## config.mk

```make
export PLATFORM = sky130hd
export DESIGN_NAME = alarm_trigger_fsm
export DESIGN_NICKNAME = d
export VERILOG_FILES = /design/src/rtl/alarm_trigger_fsm.sv
export SDC_FILE = /design/constraint.sdc
export NUM_CORES = 1
export LEC_CHECK = 0
export BUFFER_PORTS_ARGS = -buffer_cell sky130_fd_sc_hd__buf_2
export CAP_MARGIN = 5
export CORE_MARGIN = 5
export CORE_UTILIZATION = 40
export CTS_CLUSTER_SIZE = 8
export DETAILED_ROUTE_END_ITERATION = 10
export PLACE_DENSITY = 0.68
export SYNTH_ARGS = -nofsm -noshare
export SYNTH_HDL_FRONTEND = slang
export SYNTH_SLANG_ARGS = --single-unit
export TNS_END_PERCENT = 100
```

## constraint.sdc

```tcl
create_clock -name clk -period 2.1 [get_ports clk]
set_input_delay 0.105 -clock clk [delete_from_list [all_inputs] [get_ports clk]]
set_output_delay 0.105 -clock clk [all_outputs]
set_load 0.005 [all_outputs]
```

## src/rtl/alarm_trigger_fsm.sv

```systemverilog
// alarm_trigger_fsm: decides when the alarm rings by watching for the moment the
// running clock time (hh:mm, BCD) becomes equal to the alarm time. It manages
// the ring timeout, the stop button and, optionally, snooze. It drives the
// buzzer enable and a 0.5 Hz blinking LED.
// Optional feature macro: ALARM_SNOOZE_EN (snooze state and snooze_active output).
module alarm_trigger_fsm #(
  parameter int RING_TIMEOUT_S = 60,
  parameter int SNOOZE_S       = 300
) (
  input  logic       clk,
  input  logic       rst,
  input  logic       tick_1hz,
  input  logic       alarm_enable,
  input  logic       stop_btn,
  input  logic       snooze_btn,
  input  logic [1:0] alm_hours_tenth,
  input  logic [3:0] alm_hours_units,
  input  logic [2:0] alm_minutes_tenth,
  input  logic [3:0] alm_minutes_units,
  input  logic [1:0] cur_hours_tenth,
  input  logic [3:0] cur_hours_units,
  input  logic [2:0] cur_minutes_tenth,
  input  logic [3:0] cur_minutes_units,
  output logic       buzzer,
  output logic       alarm_led,
  output logic       snooze_active,
  output logic       ringing
);

  localparam int MAX_S = (RING_TIMEOUT_S > SNOOZE_S) ? RING_TIMEOUT_S : SNOOZE_S;
  localparam int CNT_W = $clog2(MAX_S) + 1;
  localparam logic [CNT_W-1:0] RING_LAST   = CNT_W'(RING_TIMEOUT_S - 1);
`ifdef ALARM_SNOOZE_EN
  localparam logic [CNT_W-1:0] SNOOZE_LAST = CNT_W'(SNOOZE_S - 1);
`endif

  typedef enum logic [1:0] {
    IDLE    = 2'd0,
    RINGING = 2'd1,
    SNOOZE  = 2'd2
  } state_t;

  state_t           state;
  logic [CNT_W-1:0] cnt;
  logic             match;
  logic             match_q;
  logic             trigger;

`ifndef ALARM_SNOOZE_EN
  // Snooze input has no function when the snooze feature is left out.
  logic unused_snooze;
  assign unused_snooze = snooze_btn;
`endif

  assign match = ({alm_hours_tenth, alm_hours_units, alm_minutes_tenth, alm_minutes_units} ==
                  {cur_hours_tenth, cur_hours_units, cur_minutes_tenth, cur_minutes_units});

  // Only the rising edge of the match fires the alarm, so a held match never retriggers.
  assign trigger = match & ~match_q & alarm_enable;

  // Previous match value; resets to 1 so a match already present at reset release is ignored.
  always_ff @(posedge clk or negedge rst) begin
    if (!rst) match_q <= 1'b1;
    else      match_q <= match;
  end

  // Ring/snooze state machine with all outputs registered alongside the state.
  always_ff @(posedge clk or negedge rst) begin
    if (!rst) begin
      state         <= IDLE;
      cnt           <= '0;
      buzzer        <= 1'b0;
      alarm_led     <= 1'b0;
      snooze_active <= 1'b0;
      ringing       <= 1'b0;
    end else if (!alarm_enable) begin
      state         <= IDLE;
      cnt           <= '0;
      buzzer        <= 1'b0;
      alarm_led     <= 1'b0;
      snooze_active <= 1'b0;
      ringing       <= 1'b0;
    end else begin
      case (state)
        IDLE: begin
          if (trigger) begin
            state     <= RINGING;
            cnt       <= '0;
            buzzer    <= 1'b1;
            alarm_led <= 1'b1;
            ringing   <= 1'b1;
          end
        end
        RINGING: begin
          if (stop_btn) begin
            state     <= IDLE;
            cnt       <= '0;
            buzzer    <= 1'b0;
            alarm_led <= 1'b0;
            ringing   <= 1'b0;
`ifdef ALARM_SNOOZE_EN
          end else if (snooze_btn) begin
            state         <= SNOOZE;
            cnt           <= '0;
            buzzer        <= 1'b0;
            alarm_led     <= 1'b0;
            ringing       <= 1'b0;
            snooze_active <= 1'b1;
`endif
          end else if (tick_1hz) begin
            if (cnt == RING_LAST) begin
              state     <= IDLE;
              cnt       <= '0;
              buzzer    <= 1'b0;
              alarm_led <= 1'b0;
              ringing   <= 1'b0;
            end else begin
              cnt       <= cnt + 1'b1;
              alarm_led <= ~alarm_led;
            end
          end
        end
`ifdef ALARM_SNOOZE_EN
        SNOOZE: begin
          if (stop_btn) begin
            state         <= IDLE;
            cnt           <= '0;
            snooze_active <= 1'b0;
          end else if (tick_1hz) begin
            if (cnt == SNOOZE_LAST) begin
              state         <= RINGING;
              cnt           <= '0;
              buzzer        <= 1'b1;
              alarm_led     <= 1'b1;
              ringing       <= 1'b1;
              snooze_active <= 1'b0;
            end else begin
              cnt <= cnt + 1'b1;
            end
          end
        end
`endif
        default: begin
          state         <= IDLE;
          cnt           <= '0;
          buzzer        <= 1'b0;
          alarm_led     <= 1'b0;
          snooze_active <= 1'b0;
          ringing       <= 1'b0;
        end
      endcase
    end
  end

endmodule

```

==> results.ini, run 1 <==
[timing]
holdWs_ns=0.08558
min_period_over_period_pct=84.22
fmax_ghz=0.5654
rsz0062_at_grt=no
final.setup.tns_ns=0
skew_ns=0.005008
period_minus_slack_ns=1.769
setup_violations=0
hold_viol_final=0
drv_slew=0

[floorplanning]
start_util_pct=41.58
die_area_um2=3332
fp.dieW_um=57.72
die_h_um=57.72
core_area_um2=2191
fp-row-count=17
pin_count=36

[detailed_routing]
wl_per_cell_um=11.90
dr.first_iter.drc_count=36
detail-route-antenna-nets=0
via_count=856
drt_wl_total_um=1951
drcViolationCount=0
viasPerCell=5.220
firstDrtPassIters=6

[run]
drv_cap=0

[hold_path]
hold_path.class=input pin to flip-flop
holdPathEnd=ringing$_DFFE_PN0P_
hold_depth=2
min-delay-start=alarm_enable

[synthesis]
synth_top_cells_by_count=xor2_1 (13), dfrtp_1 (12), nand2_1 (8), a31oi_1 (7), o21ai_0 (6)
synth_seq_cells=13
synth_area_leaders=dfrtp_1 (33%), xor2_1 (13%), a31oi_1 (4.8%)
synth_most_common_cell=xor2_1
ys_warn_count=0
postSynthAreaPerCell_um2=9.109
syn-num-nets=133
synth_ff_type=dfrtp_1
async_reset_ff_share_pct=100.0
synth_top_area_cell=dfrtp_1
ys_types=34
yosys.area.top_type_share_pct=32.97
synthCells=100
synth-edff-count=0
seq_area_frac_synth_pct=35.85
netlist_area_um2=910.9

[power]
vdd_drop_max_mv=0.2370
powerDensity_nw_per_um2=431.7
power.leakage_nw=0.5546

[clock_tree]
root_buffer=clkbuf_4
cts_buffer_depth=2
clock_latency_ns=0.28
htreeDepth=1
cts_resized=0
clock_sinks=13
cts_setup_buffers=0
cts-buffers-inserted=3
cts_tree=built
cts.clk_slew.worst_paths_ns=0.08

[place]
io_buffers=33
dp.cells=159
dp_hpwl_um=1609
gp_congestion=0.8159

[global_route]
grt_pass1_wl_um=3512
grt_max_degree=14
grt_pass1_vias=866
grt.total_usage_pct=13.25
grt_overflow=0
antenna_found_initial=0

[setup_path]
worstSetupStartpointType=flip-flop
critPathKind=flip-flop to flip-flop
worstPathMaxFanout=5
reg2reg_depth=5
timing.rr.start=cnt[8]$_DFFE_PN0P_
cp-startpoint=cnt[8]$_DFFE_PN0P_
regToRegSetupSlack_ns=0.33
arrival_ns=1.94
critPathRequiredTime_ns=2.27
r2r-end=cnt[5]$_DFFE_PN0P_
critPathCaptureType=flip-flop

[cells_and_area]
drive_above_1_share_pct=33.09
finalNetCount=170
fill_cells=212
n_antenna_cell=0
fin_cells=164
area_delta_synth_final_pct=24.31

[status]
outcome=finished, final reports clean

-- cell families (layout without fill, tap and decap cells) --
logic type,after synthesis,in the layout,synth area share [%]
compound gates,27,27,19.92
xor+xnor,13,13,12.50
fa+ha+maj,1,1,1.373
buf+inv,9,45,5.768
flops,13,13,35.85
mux,2,2,2.747
other cells,1,1,0.4117
simple gates,34,34,21.43
-- report_power, final --
group,internal [W],switching (W),total (W)
Sequential,0.000253,0.00000261,0.000256
Clock,0.0000738,0.0000839,0.000158
Combinational,0.0000411,0.0000342,0.0000753
Total,0.000368,0.000121,0.000489
-- timing repair --
action	in CTS	in global routing
hold buffers	1	0
hold endpoints to repair	13	0
setup endpoints to repair	0	0
-- per-stage QoR --
step	power [W]	util, %	area (um2)	worst slack (ns)
after CTS	0.0004956	51.68	1132	0.3273
after global routing	0.0005157	51.68	1132	0.2137
after detailed placement	0.0003363	50.03	1096	0.3075
after floorplan	0.0002914	-	910.9	0.3416
final	0.0004888	51.68	1132	0.3314
after global placement	0.0003328	50.03	1096	0.3443
-- metal layers --
layer	wire length, um	global-route usage, %	up-vias	share of wire, %
li1	-	-	430	-
met1	826	15.56	389	42
met2	953	22.58	32	49
met3	110	1.336	5	5.6
met4	60	8.940	0	3.1
met5	0	0	-	0
-- sequential cells by signal, indices dropped and copies added (netlist names) --
signal and flops:
ringing 1, cnt 10, alarm_led 1, match_q 1
-- final cells by class --
class | instances | area, um2 | area share, %
multi-input combinational | 78 | 531.8 | 46.96
sequential | 13 | 326.6 | 28.84
timing repair buffer | 37 | 197.7 | 17.46
tap | 28 | 35.03 | 3.094
clock buffer | 4 | 26.28 | 2.320
inverter | 4 | 15.01 | 1.326
-- layout by cell type, fill, tap and decap left out, types with 2 or more instances in the layout --
cell type / instances
buf_4: 3
nand2b_1: 4
o21ai_0: 6
and3_1: 2
a31oi_1: 7
nand2_1: 8
nor3_1: 4
buf_2: 33
nor4_1: 2
inv_1: 4
dfrtp_1: 12
clkbuf_4: 3
nor2_1: 4
o21a_1: 2
a41oi_1: 2
nand3_1: 4
xor2_1: 13
a21oi_1: 5
-- worst max-delay path, cell delays in order, from the launching register on --
cell and delay, ns:
dfrtp_1 0.43, or4_4 0.59, nor2_4 0.10, o21bai_1 0.07, a31o_1 0.21, mux2_4 0.24
-- worst max path at each step --
stage                          to  cells past startpoint  slack (ns)
2_1_floorplan  cnt[5]$_DFFE_PN0P_                      6        0.34
3_3_place_gp   cnt[5]$_DFFE_PN0P_                      5        0.34
3_5_place_dp   cnt[1]$_DFFE_PN0P_                      7        0.31
4_1_cts        cnt[5]$_DFFE_PN0P_                      5        0.33
5_1_grt        cnt[3]$_DFFE_PN0P_                      5        0.21
6_report       cnt[5]$_DFFE_PN0P_                      5        0.33
No activity file was read; power rests on OpenSTA's default activity.
==> run 2: changes to the inputs <==
==> constraint.sdc (replaced) <==
create_clock -name clk -period 1.7 [get_ports clk]
set_input_delay 0.085 -clock clk [delete_from_list [all_inputs] [get_ports clk]]
set_output_delay 0.085 -clock clk [all_outputs]
set_load 0.005 [all_outputs]
==> run 2 against run 1 <==
Effect of this change: final cell count grew 2.4%; first-iteration DRC count shrank 67%; sequential share of layout area shrank 0.81 points; sequential cell count is the same; die area is the same; maximum frequency grew 7.1%; non-clock buffer count grew 4; total power grew 22%; worst setup slack lost 0.28 ns; combinational power grew 23%; highest routed layer unchanged; clock skew shrank 0.0018 ns; count of clock-buffer cells in the layout is the same.
==> results.ini, run 2 (same netlist as run 1, synthesis figures left out) <==
[status]
outcome=finished, final reports clean  ; unchanged

[detailed_routing]
drcViolationCount=0  ; unchanged
wl_per_cell_um=12.02  ; was 11.90 um
via_count=864  ; was 856
dr.first_iter.drc_count=12  ; was 36
detail-route-antenna-nets=0  ; unchanged
viasPerCell=5.143  ; was 5.220
firstDrtPassIters=4  ; was 6
drt_wl_total_um=2020  ; was 1951 um

[timing]
drv_slew=0  ; unchanged
fmax_ghz=0.6057  ; was 0.5654 GHz
min_period_over_period_pct=97.12  ; was 84.22%
period_minus_slack_ns=1.651  ; was 1.769 ns
skew_ns=0.003176  ; was 0.005008 ns
hold_viol_final=0  ; unchanged
setup_violations=0  ; unchanged
rsz0062_at_grt=yes  ; was no
worst_slack_ns=0.04888  ; was 0.3314 ns

[cells_and_area]
drive_above_1_share_pct=35.71  ; was 33.09%
area_delta_synth_final_pct=27.88  ; was 24.31%
n_antenna_cell=0  ; unchanged
regMostFlops=cnt  ; unchanged
layout_common_cells=buf_2 (33), xor2_1 (13), dfrtp_1 (12)  ; unchanged
fin_cells=168  ; was 164
largest_reg_flops=10  ; unchanged
final_common_cell=buf_2  ; unchanged
finalNetCount=174  ; was 170

[setup_path]
worstSetupStartpointType=flip-flop  ; unchanged
critPathCaptureType=flip-flop  ; unchanged
crit_chain=or4_4 -> nor2_4 -> o21bai_1 -> a31o_1 -> mux2_4  ; unchanged
critPathRequiredTime_ns=1.87  ; was 2.27 ns
cp_slowest_stage_delay_ns=0.57  ; was 0.59 ns
worstPathMaxFanout=2  ; was 5
critPathSlowestCell=or4_4  ; unchanged
arrival_ns=1.82  ; was 1.94 ns
critPathKind=flip-flop to flip-flop  ; unchanged
reg2reg_depth=5  ; unchanged

[power]
vdd_drop_max_mv=0.2616  ; was 0.2370 mV
power.leakage_nw=0.5763  ; was 0.5546 nW
powerDensity_nw_per_um2=513.6  ; was 431.7 nW/um2

[global_route]
grt_pass1_vias=875  ; was 866
grt_pass1_wl_um=3670  ; was 3512 um
grt_overflow=0  ; unchanged
grt.total_usage_pct=13.96  ; was 13.25%
antenna_found_initial=0  ; unchanged
grt_max_degree=14  ; unchanged

[place]
dp.cells=163  ; was 159
io_buffers=33  ; unchanged
dp_hpwl_um=1697  ; was 1609 um
gp_congestion=0.8069  ; was 0.8159
place_ws_ns=-0.05097  ; was 0.3075 ns

[clock_tree]
cts.clk_slew.worst_paths_ns=0.08  ; about the same
clock_sinks=13  ; unchanged
cts-buffers-inserted=3  ; unchanged
cts_setup_buffers=0  ; unchanged
cts_tree=built  ; unchanged
htreeDepth=1  ; unchanged
root_buffer=clkbuf_4  ; unchanged
clock_latency_ns=0.27  ; was 0.28 ns
cts_buffer_depth=2  ; unchanged

[floorplanning]
pin_count=36  ; unchanged
die_area_um2=3332  ; unchanged
die_h_um=57.72  ; unchanged
core_area_um2=2191  ; unchanged
start_util_pct=41.58  ; unchanged
fp-row-count=17  ; unchanged
fp.dieW_um=57.72  ; unchanged

[hold_path]
hold_path.class=input pin to flip-flop  ; unchanged
hold_depth=2  ; unchanged

[run]
drv_cap=0  ; unchanged

-- run 2: repair_timing --
action / 4_1_cts / 5_1_grt
endpoints found under the hold margin: 13 / 0
pin swaps: 4 / 1
hold buffers: 1 / 0
gates resized for setup: 0 / 2
setup endpoints to repair: 1 / 6
-- run 2: layout make-up --
cell class                 instances  area [um2]
clock buffer                       4       26.28
fill                             218        1026
inverter                           4       15.01
multi-input combinational         78       534.3
sequential                        13       326.6
tap                               28       35.03
timing repair buffer              41       227.7
-- run 2: critical path: cells and delay by family, from the launching register on --
| family | cells | cell delay [ns] |
|---|---|---|
| AO/OA/AOI/OAI | 2 | 0.24 |
| flip-flops | 1 | 0.38 |
| multiplexers | 1 | 0.25 |
| AND/OR/NAND/NOR | 2 | 0.68 |
-- run 2: stage by stage --
| stage | cell area (um2) | hold slack [ns] | TNS [ns] | util (%) | total power, W |
|---|---|---|---|---|---|
| after floorplan | 910.9 | -0.2106 | 0 | - | 0.0003600 |
| after global routing | 1165 | 0.07533 | -0.1060 | 53.17 | 0.0006296 |
| after detailed placement | 1126 | -0.008211 | -0.07138 | 51.40 | 0.0004154 |
| after global placement | 1126 | -0.01286 | -0.003802 | 51.40 | 0.0004112 |
| final | 1165 | 0.07181 | 0 | 53.17 | 0.0005983 |
| after CTS | 1162 | 0.06490 | 0 | 53.06 | 0.0006114 |
-- run 2: worst paths after layout --
check | from | endpoint | slack (ns)
max | cnt[8]$_DFFE_PN0P_ | cnt[5]$_DFFE_PN0P_ | 0.05
min in group asynchronous | rst | cnt[9]$_DFFE_PN0P_ | 0.22
min | alarm_enable | ringing$_DFFE_PN0P_ | 0.07
min reg2reg | cnt[2]$_DFFE_PN0P_ | cnt[2]$_DFFE_PN0P_ | 0.53
max in group asynchronous | rst | match_q$_DFF_PN1_ | 1.20
max reg2reg | cnt[8]$_DFFE_PN0P_ | cnt[5]$_DFFE_PN0P_ | 0.05
-- run 2: layer usage --
metal	GRT usage, %	part of all wire, %	wire length, um
met2	22.10	48	962
met4	7.947	2.6	52
met3	2.004	5.8	117
met1	18.05	44	887
met5	0	0	0
-- run 2: report_power, final --
group | total [W] | internal, W | leakage, nW | switching (W)
Combinational | 0.0000929 | 0.0000508 | 0.385 | 0.0000421
Clock | 0.000189 | 0.0000910 | 0.0150 | 0.0000984
Sequential | 0.000316 | 0.000313 | 0.176 | 0.00000327
